File: src/rtl/cp0_reg.sv
// ---------------------------------------------------------------------------
// cp0_reg -- MIPS coprocessor-0 register file.
//
// Holds BadVAddr(8), Count(9), Compare(11), Status(12), Cause(13) and EPC(14).
// It takes the exception report from MEM and mtc0 writes from WB. It returns
// Status/Cause/EPC to MEM so that MEM can resolve exceptions. It also owns
// the Count/Compare timer and the interrupt request.
//
// Ports
//   clk_i, rst_i            clock (rising edge), async active-low reset
//   int_i[5:0]              level-sensitive hardware interrupts
//   we_i/waddr_i/wdata_i    mtc0 write from WB
//   raddr_i/rdata_o         mfc0 read, combinational, pre-edge state
//   excepttype_i            MEM exception code (0 = none, 0x0e = eret)
//   current_inst_addr_i     PC of the MEM instruction
//   is_in_delayslot_i       MEM instruction sits in a delay slot
//   bad_addr_i              faulting address for AdEL/AdES
//   status_o..compare_o     current register values
//   timer_int_o             sticky timer interrupt
//   int_req_o               interrupt request to MEM
// ---------------------------------------------------------------------------
module cp0_reg #(
    parameter int          COUNT_DIV  = 2,
    parameter logic [31:0] STATUS_RST = 32'h0040_0000
) (
    input  logic        clk_i,
    input  logic        rst_i,
    input  logic [5:0]  int_i,
    input  logic        we_i,
    input  logic [4:0]  waddr_i,
    input  logic [31:0] wdata_i,
    input  logic [4:0]  raddr_i,
    output logic [31:0] rdata_o,
    input  logic [31:0] excepttype_i,
    input  logic [31:0] current_inst_addr_i,
    input  logic        is_in_delayslot_i,
    input  logic [31:0] bad_addr_i,
    output logic [31:0] status_o,
    output logic [31:0] cause_o,
    output logic [31:0] epc_o,
    output logic [31:0] count_o,
    output logic [31:0] compare_o,
    output logic        timer_int_o,
    output logic        int_req_o
);

    localparam logic [4:0]  REG_BADVADDR = 5'd8;
    localparam logic [4:0]  REG_COUNT    = 5'd9;
    localparam logic [4:0]  REG_COMPARE  = 5'd11;
    localparam logic [4:0]  REG_STATUS   = 5'd12;
    localparam logic [4:0]  REG_CAUSE    = 5'd13;
    localparam logic [4:0]  REG_EPC      = 5'd14;

    // Status: only IM[15:8], EXL and IE are writable. BEV always reads 1.
    localparam logic [31:0] STATUS_WMASK = 32'h0000_ff03;
    localparam logic [31:0] STATUS_BEV   = 32'h0040_0000;

    // COUNT_DIV is 1 or 2, so a 1-bit phase counter is enough.
    localparam logic        DIV_LAST     = 1'(COUNT_DIV - 1);

    logic [31:0] badvaddr;
    logic [31:0] count;
    logic [31:0] compare;
    logic [31:0] status;
    logic [31:0] cause;
    logic [31:0] epc;
    logic        timer_int;
    logic        div_cnt;

    logic        div_tick;
    logic        exc_take;
    logic        exc_eret;
    logic        exc_badaddr;
    logic [4:0]  exc_code;
    logic        wr_count;
    logic        wr_compare;

    assign div_tick   = (div_cnt == DIV_LAST);
    assign wr_count   = we_i && (waddr_i == REG_COUNT);
    assign wr_compare = we_i && (waddr_i == REG_COMPARE);

    // Map the MEM exception code to an ExcCode. Any unknown nonzero code is
    // dropped and causes no state change.
    always_comb begin
        exc_take    = 1'b0;
        exc_eret    = 1'b0;
        exc_badaddr = 1'b0;
        exc_code    = 5'd0;
        case (excepttype_i)
            32'h0000_0001: begin exc_take = 1'b1; exc_code = 5'h00; end
            32'h0000_0004: begin exc_take = 1'b1; exc_code = 5'h04; exc_badaddr = 1'b1; end
            32'h0000_0005: begin exc_take = 1'b1; exc_code = 5'h05; exc_badaddr = 1'b1; end
            32'h0000_0008: begin exc_take = 1'b1; exc_code = 5'h08; end
            32'h0000_0009: begin exc_take = 1'b1; exc_code = 5'h09; end
            32'h0000_000a: begin exc_take = 1'b1; exc_code = 5'h0a; end
            32'h0000_000c: begin exc_take = 1'b1; exc_code = 5'h0c; end
            32'h0000_000e: exc_eret = 1'b1;
            default: ;
        endcase
    end

    // Count/Compare timer. An mtc0 to Count overrides the tick, and the
    // divider phase keeps running. Clearing the timer beats setting it.
    always_ff @(posedge clk_i or negedge rst_i) begin
        if (!rst_i) begin
            div_cnt   <= 1'b0;
            count     <= '0;
            compare   <= '0;
            timer_int <= 1'b0;
        end else begin
            div_cnt <= div_tick ? 1'b0 : div_cnt + 1'b1;
            if (wr_count)
                count <= wdata_i;
            else if (div_tick)
                count <= count + 32'd1;
            if (wr_compare)
                compare <= wdata_i;
            if (wr_compare)
                timer_int <= 1'b0;
            else if (count == compare && compare != '0)
                timer_int <= 1'b1;
        end
    end

    // Status/Cause/EPC/BadVAddr. The mtc0 assignments come first. The later
    // exception assignments win on the fields they touch, because the last
    // nonblocking write to a bit takes effect. The EXL test reads the pre-edge
    // Status, so a nested exception keeps the original EPC and BD.
    always_ff @(posedge clk_i or negedge rst_i) begin
        if (!rst_i) begin
            badvaddr <= '0;
            status   <= STATUS_RST;
            cause    <= '0;
            epc      <= '0;
        end else begin
            cause[15:10] <= {int_i[5] | timer_int, int_i[4:0]};

            if (we_i) begin
                case (waddr_i)
                    REG_STATUS: status     <= (wdata_i & STATUS_WMASK) | STATUS_BEV;
                    REG_CAUSE:  cause[9:8] <= wdata_i[9:8];
                    REG_EPC:    epc        <= wdata_i;
                    default: ;
                endcase
            end

            if (exc_take) begin
                if (!status[1]) begin
                    epc       <= is_in_delayslot_i ? current_inst_addr_i - 32'd4
                                                   : current_inst_addr_i;
                    cause[31] <= is_in_delayslot_i;
                end
                status[1]   <= 1'b1;
                cause[6:2]  <= exc_code;
                if (exc_badaddr)
                    badvaddr <= bad_addr_i;
            end else if (exc_eret) begin
                status[1] <= 1'b0;
            end
        end
    end

    always_comb begin
        rdata_o = '0;
        case (raddr_i)
            REG_BADVADDR: rdata_o = badvaddr;
            REG_COUNT:    rdata_o = count;
            REG_COMPARE:  rdata_o = compare;
            REG_STATUS:   rdata_o = status;
            REG_CAUSE:    rdata_o = cause;
            REG_EPC:      rdata_o = epc;
            default: ;
        endcase
    end

    assign status_o    = status;
    assign cause_o     = cause;
    assign epc_o       = epc;
    assign count_o     = count;
    assign compare_o   = compare;
    assign timer_int_o = timer_int;
    assign int_req_o   = status[0] & ~status[1] & (|(cause[15:8] & status[15:8]));

endmodule

File: config.mk
export PLATFORM = sky130hd
export DESIGN_NAME = cp0_reg
export DESIGN_NICKNAME = d
export VERILOG_FILES = /design/src/rtl/cp0_reg.sv
export SDC_FILE = /design/constraint.sdc
export NUM_CORES = 1
export LEC_CHECK = 0
export BUFFER_PORTS_ARGS = -buffer_cell sky130_fd_sc_hd__buf_4
export CAP_MARGIN = 20
export CORE_MARGIN = 8
export CORE_UTILIZATION = 45
export CTS_CLUSTER_DIAMETER = 60
export DETAILED_ROUTE_END_ITERATION = 10
export GPL_TIMING_DRIVEN = 0
export PLACE_DENSITY = 0.79
export SYNTH_ARGS = -nofsm -noshare
export SYNTH_HDL_FRONTEND = slang
export SYNTH_SLANG_ARGS = --single-unit
File: constraint.sdc
create_clock -name clk_i -period 2 [get_ports clk_i]
set_clock_uncertainty 0.2 [all_clocks]
set_input_delay 0.1 -clock clk_i [delete_from_list [all_inputs] [get_ports clk_i]]
set_output_delay 0.1 -clock clk_i [all_outputs]
set_load 0.01 [all_outputs]
==> metrics, run 1 <==
register area just under 4000 µm²; Leak around 6.7 nW; Max Cap Viol 0; Primary FF master, synth dfrtp_1; CP endpoint kind flip-flop; final hold violation count 0; RD Place Congestion between 0.9 and 1; maximum fanout along the worst path 6; GRT overflow 0; Slew Viols, Final 0; xor/xnor share of the synthesized area under 10%; fmax 0.4952 GHz; number of diodes 0; largest cells by area after synthesis dfrtp_1 43%, mux2_2 9.3%, a22oi_1 5.5%, xnor2_1 5.4%, buf_4 3.9%; Vias between 9000 and 10000; syn_area_per_cell between 10 and 15 µm²; clock sink count between 150 and 200; crit path time final between 2 and 2.5 ns; Mapped Cells 890; TritonRoute pass-1 iters 5; Clock power frac 30.8%; Sw Ratio around a third; Worst path slowest cell nor4_4; Core Box Area just under 20000 µm²; initial antenna violation count 0; CP cell instances buf_8 -> nand4_1 -> nor4_4 -> buf_6 -> nand4_1 -> xnor2_1 -> a21oi_1; largest net degree at the start of global routing 83; Vias/cell approximately 6; area of the multi-input gates just under 5000 µm²; Crit path max-delay family simple AND/OR/NAND/NOR gates; drc violations 0; post-synthesis adder-cell area fraction less than 1%; # port buffers about 300; Psw 4.100 mW; failing checks negative setup slack; mux cell area share after synthesis 11.04%; Die Wd around 160 µm; Layout Nets ~1600; status finished with violations; PwrDens ~880 nW/µm²; DIE HEIGHT 156.9 µm; Critical path buffers and inverters 2; hold path cells 5; RR Startpoint count_o[12]; Ys Warns 18; Clock transition at path regs around 0.060 ns; CTS tree yes; H-tree levels 4; Reg2Reg Depth 7; Initial Utilization a little under half; simple-gate share of the synthesized area 16.59%; standard-cell rows 51; Finish-stage setup viols 6; Post-synth EDFFs 0; Seq cells post-synth around 150; critical path data arrival time between 2 and 2.5 ns; Ports about 340; first-pass GRT wire length about 59000 µm; Worst setup startpoint count_o[12]; full die area 24600 µm²; gr usage total approximately a third; Worst Path Required ~2.1 ns; worst relative slew slack between 40 and 50%; dpl hpwl approximately 30000 µm; Hold Crit Start current_inst_addr_i[12]; period utilization 101.0%; remaining antenna violation count 0; Distinct cells, synth 58; RSZ-0062 raised after global routing yes; 1st-iter DRT viols slightly above 1000; post-route setup slack -0.01933 ns; largest family of logic cells by synthesized area simple AND/OR/NAND/NOR gates; Flop pwr share 36.6%; cell-internal power 8.370 mW; total wire length 41260 µm; setup TNS -0.04462 ns; logic gate share of total power about a third; cts bufs inserted 17; kind of critical path reg -> reg; critical path startpoint category flip-flop; area delta synth->final 59.16%; vias in the first global route about 10000; r2r setup slk -0.02 ns; CP most frequent cell nand4_1; FFs w/ async S/R, synth between 90% and 100%; CTS Buffer Depth 2; Post-Place Cells roughly 1500; total power roughly 12 mW; Seq/Total Area, Yosys a little over two fifths; dominant cell type by area after synthesis dfrtp_1; mapped cell area approximately 9000 µm²; Root Driver clkbuf_16; peak supply drop between 0.0006 and 0.0007 V; layout cells sized above 1 approximately 40%; worst skew pair latency roughly 0.42 ns; Compound-Gate Fraction of Synth Area a little over an eighth; drt wl/cell between 20 and 25 µm; Hold Path Class in -> reg; Fillers 1364; R2R Path End count_o[27]; Finished Layout Cells 1683; CP peak stage delay 0.44 ns; share of Yosys cell area claimed by the top area cell type 42.89%; Hold Path End epc_o[16]; Slew @ Worst Pin about 0.83 ns
[layout make-up]
cell class	instances	share of cell area (%)
clock buffer	22	3.337
clock inverter	8	1.515
tap	265	2.334
inverter	12	0.3170
buffer	92	4.324
multi-input combinational	666	34.18
sequential	153	27.08
timing repair buffer	465	26.91
[cells in the mapped netlist (12+ instances only)]
master	instances
nand2_1	54
inv_1	12
nor2b_1	21
a22oi_1	65
mux2i_1	13
o21ai_0	13
nand3_1	17
clkbuf_1	37
nor2_1	46
mux2_2	74
buf_4	46
nand4_1	33
dfrtp_1	153
nor3_1	13
a21oi_1	58
nor4_1	30
xnor2_1	55
xor2_1	36
a211oi_1	22
[metal layers]
metal | wire length (µm) | vias to the layer above | global-route usage, %
li1 | - | 4217 | -
met1 | 15100 | 4817 | 38.37
met2 | 19990 | 695 | 52.40
met3 | 4501 | 113 | 9.211
met4 | 1669 | 0 | 14.37
met5 | 0 | - | 0
[metrics by stage]
stage               util, %  hold WS [ns]  area [µm²]  setup slack [ns]
finish                73.01      0.008678       14210          -0.01933
global route          73.01       0.03259       14210           -0.1181
CTS                   70.73       0.01084       13770          0.002774
detailed placement    60.10       0.01023       11700           -0.5904
global placement      59.91      0.009587       11660           -0.7225
floorplan                 -       -0.3956        9084         0.0007395
[worst max path at each step]
stage	endpoint	slack (ns)	cells past startpoint
after floorplan	count_o[28]	0.0007	7
after global placement	epc_o[14]	-0.72	7
after detailed placement	badvaddr[19]	-0.59	8
after CTS	count_o[26]	0.003	8
after global routing	count_o[19]	-0.12	7
final	count_o[27]	-0.02	7
[repair_timing]
item | CTS | global route
setup endpoints to repair | 120 | 101
hold buffers | 123 | 0
gates resized for setup | 48 | 47
endpoints found under the hold margin | 232 | 0
pin swaps | 3 | 13
cloned | 1 | 0
setup buffers | 3 | 37
[state kept, by name, indices dropped and copies added, names as in the netlist]
| register | count |
|---|---|
| badvaddr | 32 |
| compare_o | 32 |
| count_o | 32 |
| epc_o | 32 |
| cause_o | 13 |
| status_o | 10 |
| div_cnt | 1 |
| timer_int_o | 1 |
[power groups by stage]
stage          logic (mW)  registers, mW  clock network (mW)
3_3_place_gp         3.23           4.55                   0
3_5_place_dp         3.29           4.56                   0
2_1_floorplan        1.40           4.45                   0
5_1_grt              4.30           4.60                3.98
6_report             4.07           4.56                3.84
4_1_cts              3.54           4.57                3.82
[cells in the final DEF, fill, tap and decap left out, drive strengths merged, types with 10 or more instances in the layout]
| cell | n |
|---|---|
| buf | 407 |
| dfrtp | 153 |
| dlygate4sd3 | 123 |
| mux2 | 76 |
| a22oi | 65 |
| a21oi | 58 |
| xnor2 | 55 |
| nand2 | 54 |
| clkbuf | 49 |
| nor2 | 46 |
| conb | 41 |
| xor2 | 36 |
| nand4 | 33 |
| nor4 | 32 |
| a211oi | 22 |
| nor2b | 21 |
| nand3 | 17 |
| mux2i | 13 |
| o21ai | 13 |
| nor3 | 13 |
| inv | 12 |
| and3 | 10 |
[cells by family after synthesis]
group                    count (synthesis)
flip-flops                             153
AO/OA/AOI/OAI                          181
AND/OR/NAND/NOR                        262
buffers and inverters                  110
other                                    2
adder cells (fa/ha/maj)                  2
multiplexers                            89
XOR/XNOR                                91
[worst min-delay path: stages]
cell	delay, ns
buf_4	0.11
nor4_2	0.06
nand2_1	0.07
xor2_1	0.11
a21oi_1	0.14
Power figures use the tool's default switching activity.
==> inputs of run 2 (changes only) <==
- HOLD_SLACK_MARGIN: unset -> 0.15
- REMOVE_ABC_BUFFERS: unset -> 1
==> run 2 against run 1 <==
Highest routed layer unchanged. Setup slack better by 0.048 ns. First-iteration DRC count fell by 26%. Global-route usage is 3.8 points lower. Critical path depth decreased by 1. The flow finishes with violations (negative hold slack). Count of clock-buffer cells in the layout is the same. Power shrank 5.6%. Routed wire length is 11% lower.
==> metrics, run 2 (synthesis results as in run 1) <==
CP most frequent cell nand4_1; RSZ-0062 raised after global routing yes; area delta synth->final 57.04%; clock sink count 153 (unchanged); Ports 342 (unchanged); worst relative slew slack 38.09% (-6.4 points); # port buffers 300 (+0.33%); Root Driver clkbuf_16; period utilization 98.57% (-2.4 points); TritonRoute pass-1 iters 5 (unchanged); final hold violation count 10 (+10); full die area 24600 µm² (unchanged); Hold Path Class in -> reg; maximum fanout along the worst path 7 (+1); fmax 0.5072 GHz (+2.4%); vias in the first global route 9681 (-0.53%); worst skew pair latency 0.42 ns (about the same); dpl hpwl 25610 µm (-15%); CP cell instances nand4_1 -> nor4_4 -> buf_6 -> nand4_1 -> xor2_1 -> a21oi_1; Core Box Area 19460 µm² (unchanged); initial antenna violation count 0 (unchanged); largest net degree at the start of global routing 102 (+23%); number of diodes 0 (unchanged); 1st-iter DRT viols 764 (-26%); Worst Path Required 2.15 ns (+0.06 ns); H-tree levels 4 (unchanged); cts bufs inserted 17 (unchanged); gr usage total 28.23% (-3.8 points); Vias 9464 (-3.8%); PwrDens 839.5 nW/µm² (-4.3%); status finished with violations; setup TNS 0 ns (+0.04462 ns); CTS Buffer Depth 2 (unchanged); Finish-stage setup viols 0 (-6); most common cell after layout, fill and taps aside buf_4; Final Core Density 72.03% (-0.97 points); Layout Nets 1511 (-3.0%); critical path startpoint category flip-flop; crit path time final 1.971 ns (-0.04787 ns); Slew Viols, Final 0 (unchanged); commonest non-fill, non-tap cells in the layout 363 x buf_4, 133 x dfrtp_1, 127 x dlygate4sd3_1; CP peak stage delay 0.46 ns (+0.02 ns); Fillers 1345 (-1.4%); Vias/cell 5.774 (-1.3%); kind of critical path reg -> reg; failing checks negative hold slack; Max Cap Viol 0 (unchanged); Clock transition at path regs 0.06 ns (about the same); layout cells sized above 1 39.67% (-0.88 points); GRT overflow 0 (unchanged); CP endpoint kind flip-flop; standard-cell rows 51 (unchanged); critical path data arrival time 2.12 ns (about the same); Worst path slowest cell dfrtp_2; total wire length 36570 µm (-11%); hold_ws -0.2201 ns (-0.2288 ns); drt wl/cell 22.31 µm (-9.0%); Leak 6.472 nW (-3.3%); peak supply drop 0.0007651 V (+11%); first-pass GRT wire length 53950 µm (-8.7%); remaining antenna violation count 0 (unchanged); drc violations 0 (unchanged); Initial Utilization 45.87% (unchanged); CTS tree yes; Die Wd 156.9 µm (unchanged); Slew @ Worst Pin 0.9287 ns (+0.09536 ns); RD Place Congestion 0.8960 (-7.8%); DIE HEIGHT 156.9 µm (unchanged)
[run 2: changes by cell type in the layout (fill, tap and decap cells not counted), moves of 4 or more]
cell / previous run / this run
buf_2: 11 / 0
buf_4: 384 / 363
bufinv_16: 7 / 3
buf_6: 5 / 13
dfrtp_1: 138 / 133
clkbuf_2: 13 / 0
dlygate4sd3_1: 123 / 127
clkbuf_1: 13 / 1
dfrtp_2: 15 / 20
[run 2: metrics by stage]
stage	hold slack [ns]	cell area (µm²)	total power, mW	setup slack [ns]	cells
final	-0.2201	14020	11.77	0.02854	1639
after global placement	0.009888	11100	7.558	-7.598	1396
after floorplan	-0.3956	8521	5.735	-3.952	831
after detailed placement	-0.1490	11530	7.654	-0.5873	1428
after CTS	-0.2345	13600	11.41	0.005929	1598
after global routing	-0.2121	14020	12.29	-0.04204	1639
[run 2: critical path: cells and delay by family, from the launching register on]
kind	cells	cell delay [ns]
and+or+nand+nor	3	0.75
DFF	1	0.46
xor gates and xnor gates	1	0.19
buffers and inverters	1	0.18
AOI/OAI and AO/OA	1	0.14
[run 2: area by class of cell]
class	count	area, µm²	share of cell area (%)
Clock buffer	22	484.2	3.454
Clock inverter	10	140.1	0.9996
Inverter	12	45.04	0.3213
Multi-Input combinational cell	666	4850	34.59
Sequential cell	153	3854	27.49
Tap cell	265	331.6	2.365
Timing Repair Buffer	511	4315	30.78
[run 2: worst paths after layout]
kind                                         start          end  slack (ns)  cells after the start
min in group asynchronous                    rst_i  status_o[1]        0.52                      3
setup reg to reg                       count_o[14]  count_o[31]        0.03                      6
hold reg to reg                        badvaddr[7]  badvaddr[7]        0.29                      1
max in group asynchronous                    rst_i   count_o[8]        0.13                      4
hold / removal             current_inst_addr_i[11]    epc_o[11]       -0.22                      3
setup / recovery                       count_o[14]  count_o[31]        0.03                      6
[run 2: routing by layer]
layer	global-route usage [%]	wire, µm	vias up	share of wire [%]
li1	-	-	4138	-
met1	34.08	13900	4678	38
met2	47.48	18100	559	49
met3	6.950	3429	89	9.4
met4	11.30	1139	0	3.1
met5	0	0	-	0
[run 2: timing repair]
item,CTS,global route
gates cloned,0,1
hold buffers,127,2
pin swaps,7,18
endpoints found under the setup margin,62,53
setup buffers,11,39
endpoints found under the hold margin,304,13
gates resized for setup,28,24
[run 2: report_power, final]
| part | total (mW) | switching [mW] | leakage [nW] | internal, mW |
|---|---|---|---|---|
| clock | 3.41 | 1.31 | 0.299 | 2.10 |
| sequential | 4.49 | 0.859 | 1.94 | 3.64 |
| combinational | 3.87 | 1.76 | 4.24 | 2.11 |
| total | 11.8 | 3.92 | 6.47 | 7.85 |
==> inputs of run 3 (changes only) <==
- HOLD_SLACK_MARGIN: 0.15 -> 0.03
==> run 3 against run 2 <==
The run now ends clean. Non-clock buffer count decreased by 4. Count of clock-buffer cells in the layout unchanged. Critical endpoint is now epc_o[22]. Final cell count decreased by 0.24%. Highest routed layer unchanged. Largest cell class unchanged. Combinational power decreased by 1%. Fmax about the same. Critical path depth unchanged. Register-to-register slack about the same.
==> metrics, run 3 (synthesis results as in run 1) <==
# port buffers 300 (unchanged); CTS Hold Bufs 130 (+2.4%); crit path time final 1.972 ns (+0.0009821 ns); setup TNS 0 ns (unchanged); CP peak stage delay 0.63 ns (+0.17 ns); largest net degree at the start of global routing 102 (unchanged); Core Box Area 19460 µm² (unchanged); RSZ-0062 raised after global routing yes; Hold Path Class in -> reg; dpl hpwl 25610 µm (unchanged); CP endpoint kind flip-flop; clock sink count 153 (unchanged); cts bufs inserted 17 (unchanged); total wire length 36530 µm (-0.12%); Clock transition at path regs 0.06 ns (about the same); GRT overflow 0 (unchanged); DIE HEIGHT 156.9 µm (unchanged); Die Wd 156.9 µm (unchanged); fmax 0.5070 GHz (about the same); commonest non-fill, non-tap cells in the layout 356 x buf_4, 133 x dfrtp_1, 130 x dlygate4sd3_1; most common cell after layout, fill and taps aside buf_4; setup slack at placement -0.5873 ns (unchanged); Post-DP Area 11530 µm² (unchanged); Design Area, Final 13980 µm² (-0.30%); CTS Buffer Depth 2 (unchanged); status finished, final reports clean; maximum fanout along the worst path 7 (unchanged); CP cell instances buf_4 -> or4_4 -> nor4_4 -> nand2_1 -> xor2_1 -> a21oi_1; peak supply drop 0.0007615 V (-0.48%); standard-cell rows 51 (unchanged); Slew @ Worst Pin 0.9206 ns (-0.008117 ns); final hold violation count 0 (-10); H-tree levels 4 (unchanged); TritonRoute pass-1 iters 6 (+1); number of diodes 0 (unchanged); Worst path slowest cell nor4_4; worst skew pair latency 0.42 ns (about the same); CTS tree yes; Max Cap Viol 0 (unchanged); remaining antenna violation count 0 (unchanged); Worst Path Required 2.09 ns (-0.06 ns); Ports 342 (unchanged); Leak 6.442 nW (-0.46%); RD Place Congestion 0.8960 (unchanged); area delta synth->final 56.57%; Finish-stage setup viols 0 (unchanged); 1st-iter DRT viols 760 (-0.52%); RR Startpoint status_o[1]; Vias 9483 (+0.20%); full die area 24600 µm² (unchanged); drc violations 0 (unchanged); Root Driver clkbuf_16; Layout Nets 1507 (-0.26%); PwrDens 840.4 nW/µm² (+0.11%); Worst setup startpoint current_inst_addr_i[11]; post-route setup slack 0.02756 ns (-0.0009821 ns); first-pass GRT wire length 54460 µm (+0.95%); gr usage total 28.57% (+0.34 points); Hold Crit Start current_inst_addr_i[12]; Slew Viols, Final 0 (unchanged); Fillers 1350 (+0.37%); vias in the first global route 9737 (+0.58%); drt wl/cell 22.34 µm (+0.12%); period utilization 98.62% (about the same); layout cells sized above 1 39.20% (-0.47 points); Vias/cell 5.800 (+0.45%); critical path startpoint category input port; worst relative slew slack 38.63% (+0.54 points); initial antenna violation count 0 (unchanged); kind of critical path in -> reg; Initial Utilization 45.87% (unchanged); critical path data arrival time 2.06 ns (-0.06 ns)
-- run 3: cell types whose count changed in the layout (fill, tap and decap cells not counted), sizes merged --
cell	delta
dlymetal6s4s	-1
dlygate4sd3	+3
buf	-6
-- run 3: layer usage --
metal | part of all wire, % | vias to the layer above | GRT usage, % | wire (µm)
met1 | 38 | 4702 | 34.65 | 13920
met3 | 9.3 | 97 | 7.088 | 3381
met2 | 50 | 556 | 47.85 | 18090
met4 | 3.1 | 0 | 11.40 | 1130
met5 | 0 | - | 0 | 0
li1 | - | 4128 | - | -
-- run 3: metrics by stage --
step                      total power, mW  hold slack (ns)  std cells  util [%]
after global placement              7.558         0.009888       1396     57.06
after CTS                           11.42          0.03715       1601     70.05
after global routing                12.26         0.005934       1635     71.82
after detailed placement            7.654          -0.1490       1428     59.25
after floorplan                     5.735          -0.3956        831         -
final                               11.75         0.002925       1635     71.82
-- run 3: repair_timing --
action | CTS | global route
endpoints found under the setup margin | 62 | 44
gates resized for setup | 28 | 21
setup buffers | 11 | 34
hold endpoints to repair | 304 | 1
pin swaps | 7 | 10
-- run 3: area by class of cell --
type	instances	area [µm²]	share of cell area, %
multi-input combinational	666	4831	34.56
clock inverter	10	140.1	1.003
sequential	153	3854	27.57
clock buffer	22	484.2	3.464
tap	265	331.6	2.372
timing repair buffer	507	4292	30.70
inverter	12	45.04	0.3223
-- run 3: final timing paths --
path / end / slack, ns / depth (start not counted)
worst max-delay path: epc_o[22] / 0.03 / 6
worst min-delay path: epc_o[19] / 0.003 / 5
worst max register to register: epc_o[30] / 0.04 / 6
worst min register to register: badvaddr[7] / 0.29 / 1
max in group asynchronous: count_o[0] / 0.18 / 4
min in group asynchronous: status_o[1] / 0.53 / 3
-- run 3: critical path, delay by kind of cell --
family / cells / cell delay, ns
simple gates: 3 / 1.40
buf+inv: 1 / 0.11
xor+xnor: 1 / 0.32
compound gates: 1 / 0.12
-- run 3: power by group --
part / leakage, nW / internal, mW / switching [mW]
clock: 0.299 / 2.10 / 1.31
sequential: 1.94 / 3.64 / 0.877
combinational: 4.21 / 2.09 / 1.73
total: 6.44 / 7.83 / 3.92
